## src/rtl/rl_pkg.sv

```systemverilog
// Shared Q-learning datapath types and constants: widths, selector FSM states and LFSR polynomial.
// Used by the action selector and by the delay and update stages.
package rl_pkg;
  localparam int Q_W     = 16;
  localparam int STATE_W = 6;
  localparam int ACT_W   = 4;
  localparam int ADDR_W  = STATE_W + ACT_W;

  localparam logic [15:0] LFSR_SEED_DEFAULT = 16'hACE1;
  // Tap mask for x^16 + x^14 + x^13 + x^11 + 1 (bits 15, 13, 12, 10)
  localparam logic [15:0] LFSR_TAPS = 16'hB400;

  typedef enum logic [1:0] {
    IDLE,
    FETCH,
    DRAIN,
    DONE
  } sel_state_e;

  function automatic logic [15:0] lfsr_step(input logic [15:0] s);
    return {s[14:0], ^(s & LFSR_TAPS)};
  endfunction
endpackage

```

## src/rtl/action_selector_if.sv

```systemverilog
// Request/result handshake plus Q-table read port of the action selector.
// master = requester and Q-table side, slave = the selector itself.
interface action_selector_if;
  import rl_pkg::*;

  logic                      start;
  logic [STATE_W-1:0]        state_in;
  logic [7:0]                epsilon;
  logic                      explore_en;
  logic                      q_ren;
  logic [ADDR_W-1:0]         q_addr;
  logic signed [Q_W-1:0]     q_rdata;
  logic                      busy;
  logic                      valid;
  logic [ACT_W-1:0]          action;
  logic signed [Q_W-1:0]     max_q;
  logic                      explored;

  modport master (
    output start, state_in, epsilon, explore_en, q_rdata,
    input  q_ren, q_addr, busy, valid, action, max_q, explored
  );

  modport slave (
    input  start, state_in, epsilon, explore_en, q_rdata,
    output q_ren, q_addr, busy, valid, action, max_q, explored
  );
endinterface

```

## src/rtl/lfsr16.sv

```systemverilog
// Free-running 16-bit Fibonacci LFSR, loads SEED on reset and steps every cycle.
// Latency: value changes every clock; no backpressure (never stalls).
module lfsr16
  import rl_pkg::*;
#(
  parameter logic [15:0] SEED = LFSR_SEED_DEFAULT
) (
  input  logic        clk,
  input  logic        rst_n,
  output logic [15:0] value
);
  always_ff @(posedge clk or negedge rst_n) begin
    if (!rst_n) value <= SEED;
    else        value <= lfsr_step(value);
  end
endmodule

```

## src/rtl/action_selector.sv

```systemverilog
// Epsilon-greedy action selection: scans all Q-values of a state, picks argmax or a random action.
// Latency NUM_ACTIONS+2 cycles start->valid; no backpressure, start is ignored while busy.
module action_selector
  import rl_pkg::*;
#(
  parameter int          NUM_ACTIONS = 4,
  parameter logic [15:0] LFSR_SEED   = LFSR_SEED_DEFAULT
) (
  input logic              clk,
  input logic              rst_n,
  action_selector_if.slave bus
);
  localparam logic [ACT_W-1:0] ACT_LAST = ACT_W'(NUM_ACTIONS - 1);

  sel_state_e            state_q, state_d;
  logic                  accept;
  logic [15:0]           lfsr_val;
  logic [15:0]           snap_q;
  logic [STATE_W-1:0]    st_q;
  logic [7:0]            eps_q;
  logic                  en_q;
  logic [ACT_W-1:0]      a_q;
  logic [ACT_W-1:0]      rd_idx_q;
  logic                  rd_vld_q;
  logic signed [Q_W-1:0] run_max_q;
  logic [ACT_W-1:0]      run_idx_q;
  logic                  q_ren_q;
  logic                  busy_q;
  logic                  valid_q;
  logic [ACT_W-1:0]      act_q;
  logic signed [Q_W-1:0] max_q_q;
  logic                  explored_q;
  logic                  take;
  logic signed [Q_W-1:0] new_max;
  logic [ACT_W-1:0]      new_idx;
  logic                  explore;
  logic [ACT_W-1:0]      rand_act;
  logic                  snap_unused;

  lfsr16 #(.SEED(LFSR_SEED)) u_lfsr (
    .clk   (clk),
    .rst_n (rst_n),
    .value (lfsr_val)
  );

  always_ff @(posedge clk or negedge rst_n) begin
    if (!rst_n) state_q <= IDLE;
    else        state_q <= state_d;
  end

  always_comb begin
    state_d = state_q;
    accept  = 1'b0;
    unique case (state_q)
      IDLE: begin
        if (bus.start) begin
          state_d = FETCH;
          accept  = 1'b1;
        end
      end
      FETCH:   if (a_q == ACT_LAST) state_d = DRAIN;
      DRAIN:   state_d = DONE;
      DONE:    state_d = IDLE;
      default: state_d = IDLE;
    endcase
  end

  // First read (index 0) seeds the maximum; strict > keeps the lowest index on ties.
  always_comb begin
    take    = rd_vld_q && ((rd_idx_q == '0) || (bus.q_rdata > run_max_q));
    new_max = take ? bus.q_rdata : run_max_q;
    new_idx = take ? rd_idx_q    : run_idx_q;
  end

  assign explore     = en_q && (snap_q[7:0] < eps_q);
  assign rand_act    = snap_q[15:12] & ACT_LAST;
  assign snap_unused = ^snap_q[11:8];

  always_ff @(posedge clk or negedge rst_n) begin
    if (!rst_n) begin
      st_q       <= '0;
      eps_q      <= '0;
      en_q       <= 1'b0;
      snap_q     <= '0;
      a_q        <= '0;
      rd_vld_q   <= 1'b0;
      rd_idx_q   <= '0;
      run_max_q  <= '0;
      run_idx_q  <= '0;
      q_ren_q    <= 1'b0;
      busy_q     <= 1'b0;
      valid_q    <= 1'b0;
      act_q      <= '0;
      max_q_q    <= '0;
      explored_q <= 1'b0;
    end else begin
      if (accept) begin
        st_q   <= bus.state_in;
        eps_q  <= bus.epsilon;
        en_q   <= bus.explore_en;
        snap_q <= lfsr_val;
        a_q    <= '0;
      end else if (state_q == FETCH && a_q != ACT_LAST) begin
        a_q <= a_q + 1'b1;
      end

      // Strobes are decoded from the next state so they line up with it as registered outputs
      q_ren_q <= (state_d == FETCH);
      busy_q  <= (state_d == FETCH) || (state_d == DRAIN);
      valid_q <= (state_d == DONE);

      rd_vld_q  <= q_ren_q;
      rd_idx_q  <= a_q;
      run_max_q <= new_max;
      run_idx_q <= new_idx;

      if (state_q == DRAIN) begin
        act_q      <= explore ? rand_act : new_idx;
        max_q_q    <= new_max;
        explored_q <= explore;
      end
    end
  end

  assign bus.q_ren    = q_ren_q;
  assign bus.q_addr   = {st_q, a_q};
  assign bus.busy     = busy_q;
  assign bus.valid    = valid_q;
  assign bus.action   = act_q;
  assign bus.max_q    = max_q_q;
  assign bus.explored = explored_q;
endmodule

```

## src/flat_wrapper.sv

```systemverilog
// flat-port wrapper written by rule: the top's interface ports become plain ports
module action_selector_flat import rl_pkg::*;
#(
  parameter int          NUM_ACTIONS = 4,
  parameter logic [15:0] LFSR_SEED   = LFSR_SEED_DEFAULT
)
  (clk, rst_n, bus_start, bus_state_in, bus_epsilon, bus_explore_en, bus_q_rdata, bus_q_ren, bus_q_addr, bus_busy, bus_valid, bus_action, bus_max_q, bus_explored);
  action_selector_if bus_i ();
  input logic clk;
  input logic rst_n;
  input wire logic [$bits(bus_i.start)-1:0] bus_start;
  input wire logic [$bits(bus_i.state_in)-1:0] bus_state_in;
  input wire logic [$bits(bus_i.epsilon)-1:0] bus_epsilon;
  input wire logic [$bits(bus_i.explore_en)-1:0] bus_explore_en;
  input wire logic [$bits(bus_i.q_rdata)-1:0] bus_q_rdata;
  output wire logic [$bits(bus_i.q_ren)-1:0] bus_q_ren;
  output wire logic [$bits(bus_i.q_addr)-1:0] bus_q_addr;
  output wire logic [$bits(bus_i.busy)-1:0] bus_busy;
  output wire logic [$bits(bus_i.valid)-1:0] bus_valid;
  output wire logic [$bits(bus_i.action)-1:0] bus_action;
  output wire logic [$bits(bus_i.max_q)-1:0] bus_max_q;
  output wire logic [$bits(bus_i.explored)-1:0] bus_explored;
  assign bus_i.start = bus_start;
  assign bus_i.state_in = bus_state_in;
  assign bus_i.epsilon = bus_epsilon;
  assign bus_i.explore_en = bus_explore_en;
  assign bus_i.q_rdata = bus_q_rdata;
  assign bus_q_ren = bus_i.q_ren;
  assign bus_q_addr = bus_i.q_addr;
  assign bus_busy = bus_i.busy;
  assign bus_valid = bus_i.valid;
  assign bus_action = bus_i.action;
  assign bus_max_q = bus_i.max_q;
  assign bus_explored = bus_i.explored;
  action_selector #(.NUM_ACTIONS(NUM_ACTIONS), .LFSR_SEED(LFSR_SEED)) u_core (.clk(clk), .rst_n(rst_n), .bus(bus_i));
endmodule
```

## config.mk

```make
export PLATFORM = sky130hd
export DESIGN_NAME = action_selector_flat
export DESIGN_NICKNAME = d
export VERILOG_FILES = /design/src/rtl/rl_pkg.sv /design/src/rtl/action_selector_if.sv /design/src/rtl/lfsr16.sv /design/src/rtl/action_selector.sv /design/src/flat_wrapper.sv
export SDC_FILE = /design/constraint.sdc
export NUM_CORES = 1
export LEC_CHECK = 0
export BUFFER_PORTS_ARGS = -buffer_cell sky130_fd_sc_hd__buf_2
export CAP_MARGIN = 25
export CORE_UTILIZATION = 52
export CTS_BUF_LIST = sky130_fd_sc_hd__clkbuf_16
export DETAILED_ROUTE_END_ITERATION = 10
export GPL_TIMING_DRIVEN = 0
export PLACE_DENSITY = 0.77
export SLEW_MARGIN = 5
export SYNTH_ARGS = -nofsm -noshare
export SYNTH_HDL_FRONTEND = slang
export SYNTH_SLANG_ARGS = --single-unit
```

## constraint.sdc

```tcl
create_clock -name clk -period 2.2 [get_ports clk]
set_input_delay 0.44 -clock clk [delete_from_list [all_inputs] [get_ports clk]]
set_output_delay 0.44 -clock clk [all_outputs]
set_load 0.01 [all_outputs]
```

==> flow_metrics.env <==
export IMPL_slowest_delay_ps=470
export IMPL_overflow=0
export IMPL_grt_usage_pct=22.3
export IMPL_grt_pass1_vias=3486
export IMPL_drive_gt1_share_pct=40.4
export IMPL_core_area_mm2=0.00872
export IMPL_path_class="reg2reg"
export IMPL_synthesis_area_mm2=0.00466
export IMPL_p_switching_uw=3640
export IMPL_critPathLaunchType="flip-flop"
export IMPL_dp_cells=556
export IMPL_worstPathRequired_ps=2400
export IMPL_synth_async_reset_ratio_pct=100
export IMPL_via_per_inst=5.79
export IMPL_cts_tree="yes"
export IMPL_seq_power_share_pct=30.9
export IMPL_rsz0062_at_grt="yes"
export IMPL_fmaxAchievable_mhz=406
export IMPL_powerDensity_mw_per_mm2=1520
export IMPL_outcome="finished with violations"
export IMPL_combinationalPowerShare_pct=51.4
export IMPL_worstHoldPathType="in2async"
export IMPL_timing_hold_violations_final=1
export IMPL_tightest_slew_ps=897
export IMPL_path_buf_inv=2
export IMPL_placed_cell_area_mm2=0.00526
export IMPL_grt_pass1_wl_mm=16.5
export IMPL_fp_dieH_um=96.7
export IMPL_violations="negative hold slack, negative setup slack"
export IMPL_drcViolationCount=0
export IMPL_vias=3375
export IMPL_finalNonFillerCells=583
export IMPL_initial_core_util_pct=53.5
export IMPL_syn2layout_area_growth_pct=26.2
export IMPL_hold_worst_slack_ps=-0.278
export IMPL_ys_seq_area_share_pct=51.7
export IMPL_gp_congestion=0.818
export IMPL_avgSynthCellArea_um2=12.3
export IMPL_pin_count=68
export IMPL_n_antenna_cell=0
export IMPL_dp_hpwl_mm=6.82
export IMPL_synth_area_top_cells="dfrtp_1 (47%), o31ai_4 (7.3%), ha_1 (6.7%), mux2_2 (5.3%), dfstp_2 (4.5%)"
export IMPL_final_setup_viol_count=40
export IMPL_synth_most_common_cell="dfrtp_1"
export IMPL_portBuffers=67
export IMPL_place_ws_ps=-642
export IMPL_syn_nets=439
export IMPL_die_w_um=96.7
export IMPL_netSwitchingFraction_pct=40.6
export IMPL_drt_wirelength_per_cell_um=18.2
export IMPL_slew_violations=0
export IMPL_cp_cell_sequence="inv_2 > ha_4 > and4_4 > or4b_4 > o211a_1 > and4b_4 > buf_12 > o31ai_4 > o31ai_1"
export IMPL_clk_pin_slew_ps=70
export IMPL_fin_crit_ps=2460
export IMPL_yosysTopAreaCell="dfrtp_1"
export IMPL_fin_crit_sh_pct=112
export IMPL_synthCells=380
export IMPL_ys_top_cells_by_count="dfrtp_1 (88), inv_1 (27), ha_1 (25)"
export IMPL_maxSlewHeadroom_pct=40.2
export IMPL_setup_ws_ps=-265
export IMPL_cts_buffer_depth=2
export IMPL_wirelength_mm=10.6
export IMPL_h_tree_depth=3
export IMPL_yosysWarnings=0
export IMPL_skew_ps=7.04
export IMPL_detailedRoute_firstIterationViolations=95
export IMPL_drtPass1Iterations=4
export IMPL_p_int_uw=5310
export IMPL_slowest_stage="or4b_4"
export IMPL_insertion_delay_ps=350
export IMPL_crit_path_max_fanout=10
export IMPL_clock_sinks=96
export IMPL_critPathTopFamily="simple AND/OR/NAND/NOR gates"
export IMPL_final_antenna_net_count=0
export IMPL_antenna_found_initial=0
export IMPL_cts_buffers=9
export IMPL_synth_edf_count=0
export IMPL_cap_violations=0
export IMPL_ctsRootBufferMaster="clkbuf_16"
export IMPL_yosysTopAreaCellShare_pct=47.2
export IMPL_ir_drop_mv=0.949
export IMPL_fin_area_mm2=0.00589
export IMPL_p_leak_uw=0.00261
export IMPL_fin_nets=529
export IMPL_die_area_mm2=0.00935
export IMPL_end_kind="flip-flop"
export IMPL_synth_ff_type="dfrtp_1"
export IMPL_synth_seq_cells=96
export IMPL_clock_power_share_pct=17.7
export IMPL_fin_setup_tns_ps=-8470
export IMPL_final_util_pct=67.5
export IMPL_grt_max_degree=73
export IMPL_arrival_ps=2670
export IMPL_placementRows=34
export IMPL_synth_cell_types=51
==> worst reg2reg max path, cell delays in order, from the launching register on <==
cell     delay [ps]
dfrtp_1         370
inv_2            60
ha_4            260
and4_4          250
or4b_4          470
o211a_1         150
and4b_4         250
buf_12          180
o31ai_4         230
o31ai_1         120
==> power groups by stage <==
| stage | combinational (µW) | clock [µW] | sequential [µW] |
|---|---|---|---|
| floorplan | 2700 | 0 | 2860 |
| global placement | 3760 | 0 | 2740 |
| detailed placement | 3850 | 0 | 2770 |
| CTS | 4160 | 1620 | 2750 |
| global route | 4960 | 1690 | 2840 |
| finish | 4600 | 1580 | 2760 |
==> path summary, 6_finish.rpt <==
check                                                  from                                end  slack (ps)  depth (start not counted)
max                          u_core.run_max_q[15]$_DFF_PN0_     u_core.run_max_q[12]$_DFF_PN0_        -260                          9
min                                                   rst_n      u_core.run_max_q[5]$_DFF_PN0_        -0.3                          1
max reg2reg                  u_core.run_max_q[15]$_DFF_PN0_     u_core.run_max_q[12]$_DFF_PN0_        -260                          9
min reg2reg                u_core.u_lfsr.value[9]$_DFF_PN0_  u_core.u_lfsr.value[10]$_DFF_PN1_         360                          0
max in group asynchronous                             rst_n   u_core.u_lfsr.value[6]$_DFF_PN1_        1540                          2
min in group clk                             bus_epsilon[4]        u_core.eps_q[4]$_DFFE_PN0P_         290                          3
==> per-layer routing <==
metal  vias to the layer above  GRT usage [%]  part of all wire, %
li1                       1576              -                    -
met1                      1694           28.6                   44
met2                        89           36.3                   50
met3                        16           5.27                  4.0
met4                         0           9.18                  1.8
met5                         -              0                    0
==> state kept, by name (all words and copies together) (netlist names) <==
signal and cells:
u_core.state_q 2, u_core.bus.busy 1, u_core.run_max_q 16, u_core.rd_idx_q 4, u_core.en_q 1, u_core.bus.action 4, u_core.bus.q_ren 1, u_core.snap_q 10
u_core.u_lfsr.value 16, u_core.bus.max_q 16, u_core.a_q 4, u_core.rd_vld_q 1, u_core.bus.valid 1, u_core.st_q 6, u_core.bus.explored 1, u_core.eps_q 8
u_core.run_idx_q 4
==> layout by cell type (no fill, tap or decap), drive strengths merged, types with 2 or more instances in the layout <==
master    synthesis  routed
xnor2             3       3
clkbuf           12      22
nand2            20      20
nand3             5       5
a21o              3       3
nor3              2       2
xor2              3       3
a41oi            16      16
nand4             3       3
clkinvlp          0       2
buf              10      88
o211ai            4       4
o21ai            10      10
dfrtp            88      88
nor2             22      22
and4              2       2
nor3b             2       2
mux2             22      22
nor2b             3       3
and2              7       7
a211oi            3       3
inv              27      29
nor4              3       3
dfstp             8       8
nand2b            4       4
a21oi            23      23
ha               25      25
o22ai             2       2
clkinv            1       3
o2111ai           3       3
o31ai            31      31
==> cell type report <==
type	instances	area, µm²
plain buffers	22	171
multi-input cells	234	2270
repair buffers	79	489
well taps	108	135
fillers	620	2840
inverters	28	105
clock buffers	9	225
flip-flops and latches	96	2410
clock inverters	7	78.8
==> logic make-up (layout without fill, tap and decap cells) <==
kind of cell / after synthesis / count (layout) / share of synthesized area, %
buf+inv: 50 / 145 / 5.15
compound gates: 101 / 101 / 20.3
simple gates: 79 / 79 / 9.47
xor+xnor: 6 / 6 / 1.13
flops: 96 / 96 / 51.7
mux: 23 / 23 / 5.53
fa+ha+maj: 25 / 25 / 6.71
==> repair_timing <==
item / in CTS / in global routing
hold endpoints to repair: 0 / 0
cloned: 1 / 1
pin swaps: 4 / 12
setup endpoints to repair: 40 / 40
setup buffers: 5 / 4
hold buffers: 0 / 0
resized for setup: 22 / 23
==> through the flow <==
step           hold slack [ps]  power (µW)
2_1_floorplan              144        5560
3_3_place_gp               334        6500
3_5_place_dp               343        6620
4_1_cts                   7.35        8530
5_1_grt                   16.2        9490
6_report                -0.278        8950
Power figures use the tool's default switching activity.
